==> src/rtl/move_entry_ctrl.sv <==
// move_entry_ctrl
//   Upstream stage of the tic-tac-toe game core. Conditions three raw
//   push-buttons (next, prev, confirm), keeps a wrapping cursor over the nine
//   cells, validates a confirmed cell against the board occupancy, and offers
//   the chosen cell to the game core over a valid/ready handshake.
//
// Ports:
//   clock        system clock, all flops on rising edge
//   reset        asynchronous, active-high reset
//   btn_next     raw async button, advance cursor
//   btn_prev     raw async button, retreat cursor
//   btn_confirm  raw async button, request move at cursor
//   enable       high while it is the player's turn; confirm ignored when low
//   occupied     occupancy vector, occupied[i]=1 means cell i is taken
//   move_ready   game core accepts the offered move
//   cursor       current cursor cell, 0..8
//   move_pos     offered cell index, valid while move_valid=1
//   move_valid   move offer, held until accepted
//   move_reject  one-cycle pulse: confirm hit an occupied cell
//   state        debug view of the FSM state (0=IDLE, 1=OFFER)
//
// Handshake: move_valid/move_pos form a standard valid/ready offer. Once
// move_valid rises, move_valid and move_pos hold unchanged until a rising
// edge samples move_ready=1; that edge is the transfer and move_valid falls
// on it. move_ready may be high before move_valid rises, in which case the
// transfer happens on the first edge with move_valid=1.

module move_entry_ctrl #(
    parameter int DEB_CYCLES = 16,
    parameter int DEB_W      = 20
) (
    input  logic       clock,
    input  logic       reset,
    input  logic       btn_next,
    input  logic       btn_prev,
    input  logic       btn_confirm,
    input  logic       enable,
    input  logic [8:0] occupied,
    input  logic       move_ready,
    output logic [3:0] cursor,
    output logic [3:0] move_pos,
    output logic       move_valid,
    output logic       move_reject,
    output logic       state
);

    typedef enum logic {
        IDLE  = 1'b0,
        OFFER = 1'b1
    } state_t;

    // Button index order: 0 = next, 1 = prev, 2 = confirm.
    logic [2:0] raw;
    logic [2:0] sync1;
    logic [2:0] sync2;
    logic [2:0] level;
    logic [2:0] level_d;
    logic [2:0] ev;

    assign raw = {btn_confirm, btn_prev, btn_next};

    for (genvar i = 0; i < 3; i++) begin : g_deb
        logic [DEB_W-1:0] cnt;

        // The counter measures how long the synchronised input has disagreed
        // with the debounced level. Once it has reached DEB_CYCLES the level
        // flips on the following edge, so a raw rise held stable produces an
        // event after DEB_CYCLES+3 edges (two synchroniser stages, DEB_CYCLES
        // counts, one flip edge).
        always_ff @(posedge clock or posedge reset) begin
            if (reset) begin
                sync1[i]   <= 1'b0;
                sync2[i]   <= 1'b0;
                cnt        <= '0;
                level[i]   <= 1'b0;
                level_d[i] <= 1'b0;
            end else begin
                sync1[i]   <= raw[i];
                sync2[i]   <= sync1[i];
                level_d[i] <= level[i];
                if (sync2[i] == level[i]) begin
                    cnt <= '0;
                end else if (cnt == DEB_W'(DEB_CYCLES)) begin
                    level[i] <= ~level[i];
                    cnt      <= '0;
                end else begin
                    cnt <= cnt + 1'b1;
                end
            end
        end
    end

    // Press events only: a one-cycle pulse on a debounced 0->1 transition.
    assign ev = level & ~level_d;

    logic ev_next;
    logic ev_prev;
    logic ev_confirm;

    assign ev_next    = ev[0];
    assign ev_prev    = ev[1];
    assign ev_confirm = ev[2];

    state_t st;

    assign state = st;

    always_ff @(posedge clock or posedge reset) begin
        if (reset) begin
            st          <= IDLE;
            cursor      <= 4'd0;
            move_pos    <= 4'd0;
            move_valid  <= 1'b0;
            move_reject <= 1'b0;
        end else begin
            move_reject <= 1'b0;
            case (st)
                IDLE: begin
                    // An enabled confirm (accepted or rejected) swallows any
                    // navigation event of the same cycle.
                    if (ev_confirm && enable) begin
                        if (occupied[cursor]) begin
                            move_reject <= 1'b1;
                        end else begin
                            move_pos   <= cursor;
                            move_valid <= 1'b1;
                            st         <= OFFER;
                        end
                    end else if (ev_next && !ev_prev) begin
                        cursor <= (cursor == 4'd8) ? 4'd0 : cursor + 4'd1;
                    end else if (ev_prev && !ev_next) begin
                        cursor <= (cursor == 4'd0) ? 4'd8 : cursor - 4'd1;
                    end
                end
                OFFER: begin
                    // Button events are discarded here; the offer stays put
                    // regardless of enable or occupancy until accepted.
                    if (move_ready) begin
                        move_valid <= 1'b0;
                        st         <= IDLE;
                    end
                end
                default: begin
                    st         <= IDLE;
                    move_valid <= 1'b0;
                end
            endcase
        end
    end

endmodule
==> config.mk <==
export PLATFORM = sky130hd
export DESIGN_NAME = move_entry_ctrl
export DESIGN_NICKNAME = d
export VERILOG_FILES = /design/src/rtl/move_entry_ctrl.sv
export SDC_FILE = /design/constraint.sdc
export NUM_CORES = 1
export LEC_CHECK = 0
export BUFFER_PORTS_ARGS = -buffer_cell sky130_fd_sc_hd__clkbuf_2
export CAP_MARGIN = 25
export CORE_MARGIN = 1
export CORE_UTILIZATION = 45
export CTS_CLUSTER_DIAMETER = 120
export DETAILED_ROUTE_END_ITERATION = 10
export GPL_ROUTABILITY_DRIVEN = 1
export PLACE_DENSITY = 0.68
export SYNTH_ARGS = -nofsm -noshare
export SYNTH_HDL_FRONTEND = slang
export SYNTH_SLANG_ARGS = --single-unit
==> constraint.sdc <==
create_clock -name clock -period 3.6 [get_ports clock]
set_clock_uncertainty 0.05 [all_clocks]
set_input_delay 0.36 -clock clock [delete_from_list [all_inputs] [get_ports clock]]
set_output_delay 0.36 -clock clock [all_outputs]
set_load 0.01 [all_outputs]
After elaboration in Yosys (flattened, before gate mapping)
Index checks and enable logic that the tools add are counted.
{"block": "totals", "register_bits": 83, "in_bits": 16, "out_inout_bits": 11}
{"block": "op_classes", "add_sub_neg": 5, "order_cmp": 1, "eq_ne": 10, "muxes": 23, "bitwise_logic": 11, "reduce_logical": 13}
{"cell": "20-bit 2-to-1 mux", "count": 6}
{"cell": "20-bit by 1-bit adder with 20-bit output (second input constant)", "count": 3}
{"cell": "20-bit by 5-bit == test with 1-bit output (second input constant)", "count": 3}
{"cell": "4-bit 2-to-1 mux", "count": 4}
{"cell": "1-bit 2-to-1 mux", "count": 10}
{"cell": "1-bit NOT", "count": 9}
{"cell": "3-bit AND reduction", "count": 3}
{"cell": "2-bit != test (second input constant)", "count": 3}
{"cell": "2-bit AND reduction", "count": 3}
{"cell": "4-bit by 5-bit < comparator with 1-bit output (second input constant)", "count": 1}
{"cell": "4-bit by 1-bit adder with 4-bit output (second input constant)", "count": 1}
{"cell": "1-bit binary-select mux with 4-bit select", "count": 1}
{"cell": "4-bit == test (second input constant)", "count": 1}
{"cell": "4-bit zero test", "count": 1}
{"cell": "1-bit one-hot mux with 2 select lines", "count": 2}
{"cell": "4-bit by 1-bit subtractor with 4-bit output (second input constant)", "count": 1}
{"cell": "3-bit AND", "count": 1}
{"cell": "1-bit == test", "count": 3}
{"cell": "1-bit logical AND", "count": 3}
{"cell": "3-bit NOT", "count": 1}
{"cell": "1-bit zero test", "count": 2}
{"cell": "2-bit nonzero test", "count": 1}

Longest topological paths before layout
Gate-level depths: netlist of run 1.
{"block": "depth", "ltp_word": 6, "ltp_mapped": 7, "mapped_depth_nobuf": 6}

Worst setup path after synthesis of run 1
Ideal clock, no wire load.
{"block": "synth_path", "path_type": "register -> register", "startpoint": "reg g_deb[2].cnt[5]", "endpoint": "reg g_deb[2].cnt[19]", "setup_time_ns": 0.078, "t_arrival_ns": 1.717, "t_required_ns": 3.472, "path_slack_ns": 1.755, "path_stages_with_launch": 7, "synth_period_minus_slack_ns": 1.845, "cell_sequence": "dfrtp_1 -> buf_2 -> nand4_1 -> or4_1 -> buf_2 -> or4_1 -> a21oi_1"}
{"block": "synth_between", "elab_chain_cells": 3, "elab_cells_between_ends": 4}
{"item": "start: declaration", "line": "63", "text": "logic [DEB_W-1:0] cnt;"}
{"item": "start signal: assignment", "line": "87", "text": "cnt <= cnt + 1'b1;"}
{"item": "20-bit by 1-bit adder with 20-bit output or 20-bit by 5-bit == test with 1-bit output (tied branches)", "line": "87, 83"}
{"item": "20-bit 2-to-1 mux (*)", "line": "83", "text": "end else if (cnt == DEB_W'(DEB_CYCLES)) begin"}
{"item": "20-bit 2-to-1 mux (*)", "line": "81", "text": "if (sync2[i] == level[i]) begin"}
Mark *: on every way between the ends. The rest lies on a longest branch, timed or not.
A chain may end at the register's enable or synchronous reset.

Final worst setup path of run 1
{"block": "layout_path", "startpoint": "reg g_deb[1].cnt[6]", "endpoint": "reg g_deb[1].cnt[6]"}
{"block": "layout_between", "elab_chain_cells": 3, "elab_cells_between_ends": 4}
{"item": "start: declaration", "line": "63"}
{"item": "start signal: assignment", "line": "87"}
{"item": "20-bit by 1-bit adder with 20-bit output or 20-bit by 5-bit == test with 1-bit output (tied branches)", "line": "87, 83"}
{"item": "20-bit 2-to-1 mux (*)", "line": "83"}
{"item": "20-bit 2-to-1 mux (*)", "line": "81"}
Marked as above.

==> run metrics, run 1 <==
layout cells sized above 1=0.1263; hold slack=0.04875 ns; Clock transition at path regs=0.09 ns; drt via density=5.682; Synth top cells by count=dfrtp_1 (83), nor2_1 (50), nand2_1 (28), xor2_1 (28); CTS tree=built; Net Count, Synth=463; crit path time final=2.097 ns; Cell variety after synth=47; final wirelength=8.114 mm; setup ws final=1.503 ns; placer's final routability congestion estimate=0.8009; WP data required=3.80 ns; max cap viols=0; Die ar.=9778 um2; diodes inserted=0; dpl ws=1.533 ns; largest net degree at the start of global routing=40; endpoints failing hold=0; Switch Pwr=445.9 uW; endpoints failing setup=0; fin nets=487; Mapped Avg Cell Area=9.644 um2; Ports=27; Max Slew Vio Count=0; actual slew at the worst max-slew pin=1.025 ns; Pwr Density=362.3 nW/um2; Clock power frac=0.377; post-CTS setup buffers=0; status=finished, final reports clean; Max VDD drop=225.5 uV; critical path fanouts, max=11; CTS buffer count=9; CTS root buf=clkbuf_8; CTS Sinks=83; cts repair resizes=0; Core ar.=8891 um2; die span in x=98.89 um; sequential share of the synthesized area=0.4917; DRC viols=0; crit end category=flop; fraction of power consumed by sequential logic=0.571; synthesis-to-finish area growth=10.28%; # H-tree levels=3; post-DP HPWL=5.702 mm; first-pass GRT wire length=14.63 mm; top-count cell post-synth=dfrtp_1; DR WL/cell=14.11 um; Logic pwr share=0.052; Synth area leader=dfrtp_1; Total GRT Usage=0.1867; Initial Util=0.4751; Synth Flop Type=dfrtp_1; Seq cells post-synth=83; Pint=1242 uW; drt pass-1 iters=4; worst hold path type=primary input to flop; Area contributors post-synth=dfrtp_1 (49%), xor2_1 (5.8%), nor2_1 (4.4%), nand3_1 (2.7%), xnor2_1 (2.7%); setup TNS=0 ns; Max Clk Rate=476.8 MHz; placed cell area=4464 um2; Post-CTS Hold Fix Bufs=1; Iter 0 DRT Violations=126; critical path class=flop to flop; clk_lat worst skew=0.36 ns; Slew headroom=0.3074; Worst Reg-to-Reg Cells=5; Clock Path Buffers=2; Core Util, Final=0.5239; Hold Crit Depth=1; Mapped Cells=438; Post-synth EDFFs=0; vias in the first global route=3,225; Tcrit/Tclk final=0.5826; initial antenna violation count=0; RSZ-0062 raised after global routing=no; Via Count=3,267; crit path DAT=2.30 ns; crit path launch type=flop; Leak=0.002013 uW; antenna-violating nets left=0; post-route cell area=4658 um2; number of port buffers=26; die height=98.89 um; Syn. warnings=0; top cell type's share of synthesized area=0.4917; Site Rows=34; post-synthesis cell area=4224 um2; sw frac=0.2643; GR Overflow Total=0; ys async rst share=1.000
[cell usage in the layout (no fill, tap or decap), types with 4 or more instances in the layout]
cell,netlist,final
a21oi_1,20,20
and4_1,7,7
buf_4,0,4
clkbuf_2,0,26
clkbuf_8,0,9
dfrtp_1,83,83
ha_1,9,9
inv_1,23,22
inv_6,0,4
mux2_2,5,5
nand2_1,28,28
nand3_1,23,23
nand4_1,15,15
nor2_1,50,50
nor2b_1,4,4
nor3_1,9,9
nor4_1,12,12
nor4b_1,5,5
o21ai_0,18,15
o311ai_0,7,7
o31ai_1,6,6
or3_1,13,13
or4_1,7,7
xnor2_1,13,13
xor2_1,28,28
[through the flow]
step / cells / total power, uW
after CTS: 575 / 1718
after detailed placement: 558 / 1072
after floorplan: 438 / 1036
after global routing: 575 / 1762
after global placement: 557 / 1066
final: 575 / 1687
[critical path: stages (launching register included)]
cell,delay (ns)
dfrtp_1,0.44
nor4b_1,0.36
nand3_1,0.17
o21ai_1,0.59
buf_4,0.30
nor2_1,0.07
[logic make-up (layout without fill, tap and decap cells)]
logic type | after synthesis | in the layout | synth area share
AO/OA/AOI/OAI | 66 | 66 | 0.09864
XOR/XNOR | 41 | 41 | 0.08501
adder cells (fa/ha/maj) | 9 | 9 | 0.02666
buffers and inverters | 42 | 71 | 0.03851
flip-flops | 83 | 83 | 0.4917
multiplexers | 7 | 7 | 0.01807
AND/OR/NAND/NOR | 190 | 190 | 0.2414
[worst paths after layout]
kind	end	from	slack [ns]
setup / recovery	g_deb[1].cnt[6]	g_deb[1].cnt[6]	1.50
hold / removal	sync1[2]	btn_confirm	0.05
setup reg to reg	g_deb[1].cnt[6]	g_deb[1].cnt[6]	1.50
hold reg to reg	sync2[0]	sync1[0]	0.30
max in group asynchronous	move_valid	reset	2.39
min in group asynchronous	g_deb[1].cnt[15]	reset	0.47
[cell type report]
type / instances / area [um2]
clock buffers: 9 / 123.9
fillers: 814 / 4233
multi-input cells: 313 / 1984
clock inverters: 7 / 60.06
repair buffers: 32 / 190.2
well taps: 108 / 135.1
flip-flops and latches: 83 / 2077
inverters: 23 / 87.58
[flip-flops by register name, summed over array words and instances, names as in the netlist]
register	count
g_deb.cnt	60
move_pos	4
level	3
sync2	3
cursor	4
move_reject	1
state	1
move_valid	1
sync1	3
level_d	3
[power by group through the flow]
stage	registers [uW]	clock network, uW	logic (uW)
floorplan	977	0	58.9
global placement	981	0	84.9
detailed placement	982	0	89.8
CTS	964	663	90.9
global route	967	692	104
finish	964	636	87.7
[per-layer routing]
layer	routed length, um	track usage	vias to the layer above	share of wire
met1	3973	0.2499	1587	0.49
met4	85	0.06085	0	0.010
met5	0	0	-	0
li1	-	-	1611	-
met2	3780	0.2969	62	0.47
met3	275	0.04823	7	0.034
Power figures use the tool's default switching activity.
==> run 2, diff against run 1 <==
==> constraint.sdc (replaced) <==
create_clock -name clock -period 2.2 [get_ports clock]
set_clock_uncertainty 0.05 [all_clocks]
set_input_delay 0.22 -clock clock [delete_from_list [all_inputs] [get_ports clock]]
set_output_delay 0.22 -clock clock [all_outputs]
set_load 0.01 [all_outputs]
==> run 2 against run 1 <==
Compared with the run above: hold slack lost 0.011 ns; die area stayed put; clock power increased by 110%; critical path depth down 1; power up 81%; via count fell by 0.61%; sequential power rose by 63%; register-to-register slack got worse by 1.3 ns; largest cell class unchanged; count of clock-buffer cells in the layout rose by 1; largest power group unchanged.
==> run metrics, run 2 (same netlist as run 1, synthesis figures left out) <==
Max Clk Rate=494.0 MHz (+3.6%); number of flip-flops under the largest register name=60 (unchanged); Slew headroom=0.6296 (+0.3221); initial antenna violation count=0 (unchanged); Pwr Density=637.0 nW/um2 (+76%); cts repair resizes=0 (unchanged); Pint=2395 uW (+93%); commonest non-fill, non-tap cells in the layout=dfrtp_1 (83), nor2_1 (50), nand2_1 (28), xor2_1 (28), clkbuf_2 (26); DR WL/cell=13.52 um (-4.2%); Final Instance Count excl. Fillers=583 (+1.4%); Clock power frac=0.434 (+0.057); final wirelength=7.880 mm (-2.9%); post-CTS setup buffers=0 (unchanged); RSZ-0062 raised after global routing=no; delay of the slowest critical-path stage=0.67 ns (+0.08 ns); Clock transition at path regs=0.08 ns (about the same); Crit path max-delay family=simple AND/OR/NAND/NOR gates; Tcrit/Tclk final=0.9202 (+0.3376); crit path DAT=2.24 ns (-0.06 ns); placer's final routability congestion estimate=0.7914 (-1.2%); critical path class=flop to flop; crit path time final=2.024 ns (-0.07293 ns); post-DP HPWL=5.503 mm (-3.5%); Iter 0 DRT Violations=173 (+37%); GR Overflow Total=0 (unchanged); number of port buffers=26 (unchanged); diodes inserted=0 (unchanged); Worst Reg-to-Reg Cells=4 (-1); largest net degree at the start of global routing=40 (unchanged); crit end category=flop; sw frac=0.2155 (-0.04876); # H-tree levels=3 (unchanged); clk_lat worst skew=0.35 ns (about the same); Die ar.=9778 um2 (unchanged); die height=98.89 um (unchanged); CTS root buf=clkbuf_8; Max Slew Vio Count=0 (unchanged); Site Rows=34 (unchanged); vias in the first global route=3,152 (-2.3%); endpoints failing hold=0 (unchanged); CTS tree=built; die span in x=98.89 um (unchanged); crit path launch type=flop; WP data required=2.42 ns (-1.38 ns); drt via density=5.569 (-2.0%); most common cell after layout, fill and taps aside=dfrtp_1; setup ws final=0.1756 ns (-1.327 ns); Max VDD drop=388.2 uV (+72%); Reg-to-Reg End=g_deb[2].cnt[19]; layout cells sized above 1=0.1347 (+0.008399); hold slack=0.03766 ns (-0.01109 ns); Via Count=3,247 (-0.61%); RR Startpoint=g_deb[2].cnt[5]; Leak=0.002076 uW (+3.2%); critical path fanouts, max=9 (-2); synthesis-to-finish area growth=13.48%; Total GRT Usage=0.1814 (-0.005332); fraction of power consumed by sequential logic=0.516 (-0.055); Top cell by count, worst path=or4_1; setup TNS=0 ns (unchanged); Hold Crit Depth=2 (+1); CP Buf/Inv Count=0 (-1); WHS Endpoint=state; status=finished, final reports clean; drt pass-1 iters=6 (+2); dpl ws=0.2262 ns (-1.307 ns); max cap viols=0 (unchanged); fin nets=495 (+1.6%); Switch Pwr=658.0 uW (+48%); slowest cell on the critical path=or4_1; Ports=27 (unchanged); CTS buffer count=9 (unchanged); antenna-violating nets left=0 (unchanged); actual slew at the worst max-slew pin=0.5545 ns (-0.4710 ns); flop-to-flop setup slack=0.18 ns (-1.33 ns); Placed Instances=563 (+0.90%); first-pass GRT wire length=14.24 mm (-2.6%); crit-path cells=nand4_1, or4_1, or4_1, a21oi_1; DRC viols=0 (unchanged); CTS Sinks=83 (unchanged); Post-CTS Hold Fix Bufs=4 (+3); Clock Path Buffers=2 (unchanged); Initial Util=0.4751 (unchanged); hold_sp=move_ready; Core ar.=8891 um2 (unchanged); Top reg by flops=g_deb.cnt; biggest regs=g_deb.cnt: 60 flops, cursor: 4 flops, move_pos: 4 flops; endpoints failing setup=0 (unchanged); worst hold path type=primary input to flop; Logic pwr share=0.050 (-0.002)
==> run 2: final cells by class <==
class / count / area [um2]
Sequential cell: 83 / 2077
Tap cell: 108 / 135.1
Timing Repair Buffer: 40 / 257.7
Clock buffer: 10 / 137.6
Clock inverter: 6 / 111.4
Fill cell: 774 / 4098
Inverter: 23 / 90.09
Multi-Input combinational cell: 313 / 1984
==> run 2: worst register-to-register path, stage by stage (launching register included) <==
cell and delay, ns:
dfrtp_1 0.47, nand4_1 0.14, or4_1 0.67, or4_1 0.46
a21oi_1 0.16
==> run 2: power by group through the flow <==
stage,Clock [uW],Combinational [uW],Sequential (uW)
finish,1330,152,1570
global route,1430,179,1580
CTS,1360,157,1580
detailed placement,0,150,1610
global placement,0,148,1600
floorplan,0,96.8,1600
==> run 2: stage by stage <==
stage	power, uW	instance area, um2	util
floorplan	1696	4228	-
global placement	1752	4504	0.5066
detailed placement	1756	4504	0.5066
CTS	3091	4793	0.5391
global route	3186	4793	0.5391
finish	3053	4793	0.5391
==> run 2: worst max path at each step <==
stage,start,endpoint,slack (ns),depth (start not counted)
2_1_floorplan,g_deb[2].cnt[5],g_deb[2].cnt[19],0.36,6
3_3_place_gp,g_deb[2].cnt[5],g_deb[2].cnt[19],0.28,4
3_5_place_dp,g_deb[2].cnt[2],g_deb[2].cnt[19],0.23,4
4_1_cts,g_deb[2].cnt[5],g_deb[2].cnt[19],0.18,4
5_1_grt,g_deb[2].cnt[5],g_deb[2].cnt[19],0.04,4
6_report,g_deb[2].cnt[5],g_deb[2].cnt[19],0.18,4
==> run 2: routing by layer <==
metal	wire length, um	global-route usage	part of all wire
met4	86	0.04707	0.011
met2	3766	0.2980	0.48
met1	3723	0.2362	0.47
met5	0	0	0
met3	304	0.05177	0.039
